[src/rtl/tx_fifo_pkg.sv]
// rtl/tx_fifo_pkg.sv - shared helpers for the TX sync FIFO
package tx_fifo_pkg;

    function automatic int clog2(input int value);
        int result;
        result = 0;
        while ((1 << result) < value) begin
            result = result + 1;
        end
        return result;
    endfunction

    // Pointers carry one extra wrap bit above the RAM address.
    function automatic int ptr_width(input int addr_width);
        return addr_width + 1;
    endfunction

endpackage

[src/rtl/tx_fifo_ram.sv]
// rtl/tx_fifo_ram.sv - simple dual-port RAM, synchronous write, asynchronous read
module tx_fifo_ram #(
    parameter int DATA_WIDTH = 8,
    parameter int ADDR_WIDTH = 4
) (
    input  logic                  i_clk,
    input  logic                  i_we,
    input  logic [ADDR_WIDTH-1:0] i_waddr,
    input  logic [DATA_WIDTH-1:0] i_wdata,
    input  logic [ADDR_WIDTH-1:0] i_raddr,
    output logic [DATA_WIDTH-1:0] o_rdata
);

    logic [DATA_WIDTH-1:0] r_mem [0:(1<<ADDR_WIDTH)-1];

    always_ff @(posedge i_clk) begin
        if (i_we) begin
            r_mem[i_waddr] <= i_wdata;
        end
    end

    assign o_rdata = r_mem[i_raddr];

endmodule

[src/rtl/tx_sync_fifo.sv]
// rtl/tx_sync_fifo.sv - single-clock TX FIFO with thresholds and sticky errors
// Optional first-word-fall-through read port: define TX_SYNC_FIFO_FWFT_EN.
module tx_sync_fifo
    import tx_fifo_pkg::*;
#(
    parameter int DATA_WIDTH       = 8,
    parameter int ADDR_WIDTH       = 4,
    parameter int RESET_AFULL_THR  = (1 << ADDR_WIDTH) - 2,
    parameter int RESET_AEMPTY_THR = 2
) (
    input  logic                  i_clk,
    input  logic                  i_rst_n,
    input  logic                  i_push,
    input  logic [DATA_WIDTH-1:0] i_wdata,
    input  logic                  i_pop,
    output logic [DATA_WIDTH-1:0] o_rdata,
    output logic                  o_rvalid,
    output logic                  o_full,
    output logic                  o_empty,
    output logic [ADDR_WIDTH:0]   o_level,
    input  logic                  i_thr_load,
    input  logic [ADDR_WIDTH:0]   i_afull_thr,
    input  logic [ADDR_WIDTH:0]   i_aempty_thr,
    output logic                  o_almost_full,
    output logic                  o_almost_empty,
    output logic                  o_overflow,
    output logic                  o_underflow,
    input  logic                  i_clr_err
);

    localparam int PTR_W = ptr_width(ADDR_WIDTH);
    localparam int DEPTH = 1 << ADDR_WIDTH;
    localparam logic [PTR_W-1:0] L_DEPTH = PTR_W'(DEPTH);
    localparam logic [PTR_W-1:0] L_RST_AFULL =
        (RESET_AFULL_THR > DEPTH) ? L_DEPTH : PTR_W'(RESET_AFULL_THR);
    localparam logic [PTR_W-1:0] L_RST_AEMPTY =
        (RESET_AEMPTY_THR > DEPTH) ? L_DEPTH : PTR_W'(RESET_AEMPTY_THR);

    logic [PTR_W-1:0]      r_wptr;
    logic [PTR_W-1:0]      r_rptr;
    logic [PTR_W-1:0]      r_level;
    logic [PTR_W-1:0]      r_afull_thr;
    logic [PTR_W-1:0]      r_aempty_thr;
    logic                  r_full;
    logic                  r_empty;
    logic                  r_afull;
    logic                  r_aempty;
    logic                  r_overflow;
    logic                  r_underflow;

    logic                  w_ptr_full;
    logic                  w_ptr_empty;
    logic                  w_push_acc;
    logic                  w_pop_acc;
    logic [PTR_W-1:0]      w_level_next;
    logic [PTR_W-1:0]      w_afull_sat;
    logic [PTR_W-1:0]      w_aempty_sat;
    logic [PTR_W-1:0]      w_afull_eff;
    logic [PTR_W-1:0]      w_aempty_eff;
    logic [DATA_WIDTH-1:0] w_ram_rdata;

    assign w_ptr_empty = (r_wptr == r_rptr);
    assign w_ptr_full  = (r_wptr[PTR_W-1] != r_rptr[PTR_W-1]) &&
                         (r_wptr[PTR_W-2:0] == r_rptr[PTR_W-2:0]);

    // A pop frees a slot in the same cycle, so a full FIFO still takes a push alongside it.
    assign w_pop_acc  = i_pop & ~w_ptr_empty;
    assign w_push_acc = i_push & (~w_ptr_full | w_pop_acc);

    assign w_level_next = r_level + {{(PTR_W-1){1'b0}}, w_push_acc}
                                  - {{(PTR_W-1){1'b0}}, w_pop_acc};

    assign w_afull_sat  = (i_afull_thr  > L_DEPTH) ? L_DEPTH : i_afull_thr;
    assign w_aempty_sat = (i_aempty_thr > L_DEPTH) ? L_DEPTH : i_aempty_thr;
    assign w_afull_eff  = i_thr_load ? w_afull_sat  : r_afull_thr;
    assign w_aempty_eff = i_thr_load ? w_aempty_sat : r_aempty_thr;

    tx_fifo_ram #(
        .DATA_WIDTH (DATA_WIDTH),
        .ADDR_WIDTH (ADDR_WIDTH)
    ) u_ram (
        .i_clk   (i_clk),
        .i_we    (w_push_acc),
        .i_waddr (r_wptr[PTR_W-2:0]),
        .i_wdata (i_wdata),
        .i_raddr (r_rptr[PTR_W-2:0]),
        .o_rdata (w_ram_rdata)
    );

    always_ff @(posedge i_clk or negedge i_rst_n) begin
        if (!i_rst_n) begin
            r_wptr       <= '0;
            r_rptr       <= '0;
            r_level      <= '0;
            r_full       <= 1'b0;
            r_empty      <= 1'b1;
            r_afull      <= 1'b0;
            r_aempty     <= 1'b1;
            r_afull_thr  <= L_RST_AFULL;
            r_aempty_thr <= L_RST_AEMPTY;
        end else begin
            if (w_push_acc) begin
                r_wptr <= r_wptr + 1'b1;
            end
            if (w_pop_acc) begin
                r_rptr <= r_rptr + 1'b1;
            end
            if (i_thr_load) begin
                r_afull_thr  <= w_afull_sat;
                r_aempty_thr <= w_aempty_sat;
            end
            r_level  <= w_level_next;
            r_full   <= (w_level_next == L_DEPTH);
            r_empty  <= (w_level_next == '0);
            r_afull  <= (w_level_next >= w_afull_eff);
            r_aempty <= (w_level_next <= w_aempty_eff);
        end
    end

    // Set beats clear when an error and i_clr_err land on the same edge.
    always_ff @(posedge i_clk or negedge i_rst_n) begin
        if (!i_rst_n) begin
            r_overflow  <= 1'b0;
            r_underflow <= 1'b0;
        end else begin
            r_overflow  <= (i_push & ~w_push_acc) | (r_overflow  & ~i_clr_err);
            r_underflow <= (i_pop  &  w_ptr_empty) | (r_underflow & ~i_clr_err);
        end
    end

`ifdef TX_SYNC_FIFO_FWFT_EN
    assign o_rdata  = r_empty ? '0 : w_ram_rdata;
    assign o_rvalid = ~r_empty;
`else
    logic [DATA_WIDTH-1:0] r_rdata;
    logic                  r_rvalid;

    always_ff @(posedge i_clk or negedge i_rst_n) begin
        if (!i_rst_n) begin
            r_rdata  <= '0;
            r_rvalid <= 1'b0;
        end else begin
            r_rvalid <= w_pop_acc;
            if (w_pop_acc) begin
                r_rdata <= w_ram_rdata;
            end
        end
    end

    assign o_rdata  = r_rdata;
    assign o_rvalid = r_rvalid;
`endif

    assign o_full         = r_full;
    assign o_empty        = r_empty;
    assign o_level        = r_level;
    assign o_almost_full  = r_afull;
    assign o_almost_empty = r_aempty;
    assign o_overflow     = r_overflow;
    assign o_underflow    = r_underflow;

endmodule

[config.mk]
export PLATFORM = sky130hd
export DESIGN_NAME = tx_sync_fifo
export DESIGN_NICKNAME = d
export VERILOG_FILES = /design/src/rtl/tx_fifo_pkg.sv /design/src/rtl/tx_fifo_ram.sv /design/src/rtl/tx_sync_fifo.sv
export SDC_FILE = /design/constraint.sdc
export NUM_CORES = 1
export LEC_CHECK = 0
export BUFFER_PORTS_ARGS = -buffer_cell sky130_fd_sc_hd__buf_2
export CORE_ASPECT_RATIO = 0.7
export CORE_MARGIN = 1
export CORE_UTILIZATION = 60
export CTS_BUF_LIST = sky130_fd_sc_hd__clkbuf_4 sky130_fd_sc_hd__clkbuf_8
export DETAILED_ROUTE_END_ITERATION = 8
export HOLD_SLACK_MARGIN = 0.03
export PLACE_DENSITY = 0.79
export REMOVE_ABC_BUFFERS = 1
export SYNTH_ARGS = -nofsm -noshare
export SYNTH_HDL_FRONTEND = slang
export SYNTH_SLANG_ARGS = --single-unit
[constraint.sdc]
create_clock -name i_clk -period 4.3 [get_ports i_clk]
set_input_delay 0.215 -clock i_clk [delete_from_list [all_inputs] [get_ports i_clk]]
set_output_delay 0.215 -clock i_clk [all_outputs]
set_load 0.01 [all_outputs]
After elaboration in Yosys (flattened, before gate mapping)
Memories as Yosys holds them, arrays and structs flattened. A register that Yosys moved wholly into a read port is not among the register bits.
Cells that the tools add are included.
{ "totals": {"ramBits": 128, "regBits": 32, "input_bits": 24, "memories": 1, "output_inout_bits": 20, "wordCells": 47} }
{ "op_classes": {"order_cmp": 4, "bitwise_logic": 13, "add_sub_neg": 4, "n_mux": 6, "n_reduce_logical": 3, "eq_ne": 4} }
{ "memory_table": {"columns": ["name", "words", "width", "rd", "rd_ports_with_merged_regs", "wr", "line", "rtl"], "rows": [
  ["u_ram.r_mem", 16, 8, 1, 1, 1, "tx_fifo_ram.sv:14", "logic [DATA_WIDTH-1:0] r_mem [0:(1<<ADDR_WIDTH)-1];"]
]} }
{ "op_table": {"columns": ["op", "n"], "rows": [
  ["two-way mux 5 bit", 4],
  ["adder 5 x 1 -> 5 bit (second input constant)", 2],
  ["> comparator 5 bit (second input constant)", 2],
  ["AND 1 bit", 6],
  ["adder 5 x 1 -> 5 bit", 1],
  ["equality test 5 bit", 1],
  ["equality test 5 bit (second input constant)", 1],
  [">= comparator 5 bit", 1],
  ["<= comparator 5 bit", 1],
  ["zero test 5 bit", 1],
  ["subtractor 5 x 1 -> 5 bit", 1],
  ["equality test 4 bit", 1],
  ["inverter 1 bit", 4],
  ["bitwise OR 1 bit", 3],
  ["two-way mux 1 bit", 2],
  ["logical AND 1 bit", 1],
  ["zero test 1 bit", 1],
  ["inequality test 1 bit", 1]
]} }

Logic depth before layout (Yosys ltp)
{ "logic_depth": {"depth_word": 8, "ltp_mapped": 18, "mapped_depth_nobuf": 16} }

Hierarchy
Synthesis repeated with hierarchy kept, for this count alone.
{ "unflattened": {"cells_unflattened": 375, "area_unflattened_um2": 6919.1} }
{ "modules_own_cells": {"columns": ["mod", "instances", "area_per_inst_um2", "seq_area_each_um2", "cells_per_inst"], "rows": [
  ["tx_fifo_ram", 1, 4987.3, 3843.7, 221],
  ["tx_sync_fifo", 1, 1931.9, 1008.5, 154]
]} }

Worst setup path after synthesis
No wires, ideal clock.
{ "synth_path": {"path_type": "reg2reg", "start": "reg r_rptr[1]", "end": "reg r_aempty, in the netlist o_almost_empty", "setup_slack_ns": 0.862, "path_stages_with_launch": 19, "setup_time_ns": 0.077, "t_required_ns": 4.223, "arrival_ns": 3.360, "period_less_slack_ns": 3.438, "n_path_buf": 2, "path_cell_list": "dfrtp_1 > buf_4 > xor2_1 > nor4_4 > a21boi_1 > clkbuf_1 > inv_1 > ha_1 > inv_1 > ha_1 > inv_1 > fa_1 > inv_1 > ha_1 > nor2b_1 > o21a_1 > o21a_1 > o21a_1 > o22ai_1"} }
{ "synth_via": {"elab_chain_len": 8, "elab_cells_between_ends": 11, "classes_between": "add/sub (2); order compare (1); eq/ne (2); bitwise (5); reduce/logical (1)"} }
{ "synth_lines": {"columns": ["item", "line", "rtl"], "rows": [
  ["start, declared", "tx_sync_fifo.sv:40", "logic [PTR_W-1:0] r_rptr;"],
  ["start signal, assigned", "tx_sync_fifo.sv:106", "r_rptr <= r_rptr + 1'b1;"],
  ["equality test 5 bit or equality test 4 bit (tied branches)", "tx_sync_fifo.sv:62, tx_sync_fifo.sv:64", null],
  ["inverter 1 bit or logical AND 1 bit (tied branches)", "tx_sync_fifo.sv:67, tx_sync_fifo.sv:63", null],
  ["AND 1 bit or inverter 1 bit (tied branches)", "tx_sync_fifo.sv:67, tx_sync_fifo.sv:68", null],
  ["bitwise OR 1 bit", "tx_sync_fifo.sv:68", "assign w_push_acc = i_push & (~w_ptr_full | w_pop_acc);"],
  ["AND 1 bit", "tx_sync_fifo.sv:68", null],
  ["adder 5 x 1 -> 5 bit", "tx_sync_fifo.sv:70", "assign w_level_next = r_level + {{(PTR_W-1){1'b0}}, w_push_acc}"],
  ["subtractor 5 x 1 -> 5 bit *", "tx_sync_fifo.sv:71", "- {{(PTR_W-1){1'b0}}, w_pop_acc};"],
  ["named net w_level_next[1]", "tx_sync_fifo.sv:55", "logic [PTR_W-1:0] w_level_next;"],
  ["<= comparator 5 bit *", "tx_sync_fifo.sv:116", "r_aempty <= (w_level_next <= w_aempty_eff);"],
  ["end signal, assigned", "tx_sync_fifo.sv:116", null],
  ["end, declared", "tx_sync_fifo.sv:47", "logic r_aempty;"]
]} }
The timed path passes the listed nets; every way through them passes the cells marked *.
A chain may end at the register's enable or synchronous reset.

Worst setup path in the final report
{ "layout_path": {"start": "reg r_wptr[1]", "end": "reg r_aempty, in the netlist o_almost_empty"} }
{ "layout_via": {"elab_chain_len": 8, "elab_cells_between_ends": 11, "classes_between": "add/sub (2); order compare (1); eq/ne (2); bitwise (5); reduce/logical (1)"} }
{ "layout_lines": {"columns": ["item", "line", "rtl"], "rows": [
  ["start, declared", "tx_sync_fifo.sv:39", "logic [PTR_W-1:0] r_wptr;"],
  ["start signal, assigned", "tx_sync_fifo.sv:103", "r_wptr <= r_wptr + 1'b1;"],
  ["equality test 5 bit or equality test 4 bit (tied branches)", "tx_sync_fifo.sv:62, tx_sync_fifo.sv:64", null],
  ["inverter 1 bit or logical AND 1 bit (tied branches)", "tx_sync_fifo.sv:67, tx_sync_fifo.sv:63", null],
  ["AND 1 bit or inverter 1 bit (tied branches)", "tx_sync_fifo.sv:67, tx_sync_fifo.sv:68", null],
  ["bitwise OR 1 bit", "tx_sync_fifo.sv:68", null],
  ["AND 1 bit", "tx_sync_fifo.sv:68", null],
  ["adder 5 x 1 -> 5 bit", "tx_sync_fifo.sv:70", null],
  ["subtractor 5 x 1 -> 5 bit *", "tx_sync_fifo.sv:71", null],
  ["named net w_level_next[4]", "tx_sync_fifo.sv:55", null],
  ["<= comparator 5 bit *", "tx_sync_fifo.sv:116", null]
]} }
Marked as above.

==> summary.md <==
| Metric | Value |
|---|---|
| Routed vias | 3636 |
| Row count | 32 |
| CTS clock-pin slew for the worst setup and hold paths | 0.09 ns |
| Syn Inst Count | 390 |
| Number of fillers in the final layout | approximately 740 |
| Compound-Gate Fraction of Synth Area | 4.05% |
| CP peak stage delay | 0.46 ns |
| Multiplexer share of the synthesized area | a little over an eighth |
| Initial Utilization | 62.8% |
| Final period utilization | 84.5% |
| Most used cell along the critical path | inv_1 |
| Max-slew violations | 0 |
| Post-Synth Simple-Gate Area | 4.49% |
| Synth area leaders | edfxtp_1 (55%), dfrtp_1 (12%), mux4_1 (6.7%) |
| Layout area overhead | 9.93% |
| Antenna violations before repair | 0 |
| Layout Utilization | roughly 70% |
| Post-CTS Setup Inserts | 0 |
| Post-detail-place hpwl | approximately 9200 µm |
| Seq/Total Area, Yosys | 68.9% |
| Overall Power | 0.00525 W |
| Num CTS Buffers | 17 |
| Critical path peak fanout | 5 |
| MaxCap Viol Count | 0 |
| Status | finished, final reports clean |
| Crit path required time | 4.67 ns |
| Min cycle time layout | 3.63 ns |
| Root Buffer | clkbuf_8 |
| # nets final | 486 |
| Initial drt markers | 450 |
| Number of diodes | 0 |
| Die area | between 10000 and 15000 µm² |
| Hold crit path type | input pin to flip-flop |
| Yosys top cell by area | edfxtp_1 |
| XOR/XNOR Fraction of Synth Area | roughly 2.2% |
| Measured slew at the worst slew-check pin | 0.892 ns |
| Clock sinks | 168 |
| Horiz. Die Dim | 131 µm |
| R2R depth | 16 |
| Drt wl/cell | around 23 µm |
| Static Leak | 2.99 nW |
| Drt drc | 0 |
| Vias per cell | 5.98 |
| Clock tree from TritonCTS | done |
| Vias in the first global route | 3541 |
| FF+latch count, synth | 168 |
| Hold WS | 0.0715 ns |
| Core area | approximately 11000 µm² |
| Crit-path cells | xor2_1 -> nor4_4 -> a21boi_1 -> inv_1 -> ha_1 -> inv_1 -> ha_1 -> inv_1 -> fa_1 -> inv_1 -> a21o_1 -> a21oi_1 -> xnor2_1 -> ha_1 -> o21a_1 -> o22ai_1 |
| Adder-cell area share of the yosys netlist | 3.80% |
| Final Setup Violations | 0 |
| CP endpoint kind | flip-flop |
| Multi-input logic area | 1960 µm² |
| Routed Antenna Nets | 0 |
| Syn. warnings | 0 |
| Unique masters post-synth | 47 |
| Register Area | 4850 µm² |
| Final Hold Fails | 0 |
| Final Cell Area | 7740 µm² |
| Max-Slew Margin vs Limit | 40.6% |
| RSZ-0062 raised after global routing | false |
| Highest-delay cell along the critical path | dfrtp_1 |
| Hold depth | 3 |
| Power Density | about 680 nW/µm² |
| Synth top area share | 54.6% |
| First-pass GRT wire length | around 21000 µm |
| Crit path arrival time | around 4 ns |
| Chip height | 92.6 µm |
| Drt pass-1 iters | 5 |
| VDD IR max | about 0.37 mV |
| Total Wirelength | 13900 µm |
| PortBufs | 43 |
| Pin count of the biggest net entering global routing | 41 |
| Layout cell share with drive strength beyond 1 | between 20% and 30% |
| H-tree levels | 4 |
| Gpl congestion | 0.754 |
| Global route total overflow | 0 |
| CTS max path bufs | 2 |
| Final Skew | 0.00811 ns |
| Global Route Usage Sum | between 20% and 30% |
| Crit path launch type | flip-flop |
| FMAX | roughly 0.28 GHz |
| Post-Syn Area | 7040 µm² |
| Syn Area/Cell | around 18 µm² |
| Io pins | 44 |
| Main combinational cell family by area after synthesis | multiplexers |
| Worst-Skew Late Latency | 0.44 ns |
| Placed Area | 7350 µm² |
| Setup CP Type | flip-flop to flip-flop |
| Final TNS setup | 0 ns |
==> per-layer routing <==
| layer | global-route usage [%] | up-vias | share of wire (%) |
|---|---|---|---|
| li1 | - | 1611 | - |
| met1 | 37.9 | 1880 | 47 |
| met2 | 34.6 | 136 | 45 |
| met3 | 5.64 | 9 | 7.5 |
| met4 | 6.10 | 0 | 0.69 |
| met5 | 0 | - | 0 |
==> registers in the layout, summed over array words and instances (netlist names), 5 cells and up <==
register / cells
u_ram.r_mem: 128
o_rdata: 8
o_level: 5
r_aempty_thr: 5
r_afull_thr: 5
r_rptr: 5
r_wptr: 5
==> report_power, final <==
group | total (W) | switching (W) | internal (W)
logic | 0.00204 | 0.00114 | 0.000905
clock network | 0.00102 | 0.000600 | 0.000422
registers | 0.00218 | 0.000144 | 0.00204
total | 0.00525 | 0.00188 | 0.00337
==> critical path: cells and delay by family, from the launching register on <==
family / cells / cell delay (ns)
compound gates: 5 / 0.59
xor+xnor: 2 / 0.65
fa+ha+maj: 4 / 1.18
buf+inv: 4 / 0.30
flops: 1 / 0.46
simple gates: 1 / 0.39
==> logic make-up after synthesis <==
logic type,count (synthesis)
XOR/XNOR,18
multiplexers,43
AND/OR/NAND/NOR,56
buffers and inverters,44
adder cells (fa/ha/maj),21
flip-flops,168
AO/OA/AOI/OAI,40
==> placed cells by master (no fill, tap or decap), types with 5 or more instances in the layout <==
| cell type | instances |
|---|---|
| mux2_4 | 5 |
| and3_1 | 15 |
| a22oi_1 | 18 |
| xor2_1 | 7 |
| mux4_2 | 14 |
| clkinv_4 | 6 |
| clkbuf_8 | 17 |
| ha_1 | 19 |
| dfstp_2 | 6 |
| mux4_1 | 18 |
| nor2_1 | 7 |
| buf_2 | 43 |
| edfxtp_1 | 128 |
| nand2_1 | 13 |
| dfrtp_1 | 33 |
| xnor2_1 | 11 |
| buf_4 | 5 |
| inv_1 | 25 |
==> cells in the mapped netlist, drive strengths merged <==
library cell / count
nor2b: 4
mux4: 32
o22ai: 1
nand2b: 1
clkinv: 1
fa: 1
and2: 2
nor4: 1
a21boi: 4
buf: 11
edfxtp: 128
o21a: 3
a22oi: 18
clkdlybuf4s25: 1
nor2: 7
a21o: 3
nand2: 13
nand4: 2
or4: 1
nor3: 1
nand3: 4
ha: 19
a22o: 2
clkdlybuf4s18: 1
inv: 25
clkbuf: 5
dfstp: 6
mux2i: 2
and2b: 2
nand3b: 3
o21ai: 4
o21bai: 1
dfrtp: 34
mux2: 9
maj3: 1
a21oi: 4
xnor2: 11
xor2: 7
and3: 15
==> stage by stage <==
step	setup WS, ns	cells
floorplan	-0.195	372
global placement	0.946	573
detailed placement	0.776	573
CTS	0.709	608
global route	0.409	608
finish	0.665	608
==> timing repair <==
item	CTS	global route
hold buffers	3	0
endpoints found under the hold margin	37	0
gates resized for setup	0	0
==> final timing paths <==
check | start | end | slack, ns
max | r_wptr[1] | o_almost_empty | 0.67
min | i_push | o_overflow | 0.07
max reg2reg | r_wptr[1] | o_almost_empty | 0.67
min reg2reg | r_wptr[4] | r_wptr[4] | 0.50
max in group asynchronous | i_rst_n | r_rptr[0] | 3.24
min in group asynchronous | i_rst_n | o_rdata[6] | 0.43
==> area by class of cell <==
class                      count  share of cell area [%]
clock inverter                14                    1.55
tap                          153                    2.47
multi-input combinational    178                    25.3
timing repair buffer          51                    3.65
inverter                      26                    1.26
sequential                   168                    62.7
clock buffer                  18                    3.12
No activity file was read; power rests on OpenSTA's default activity.
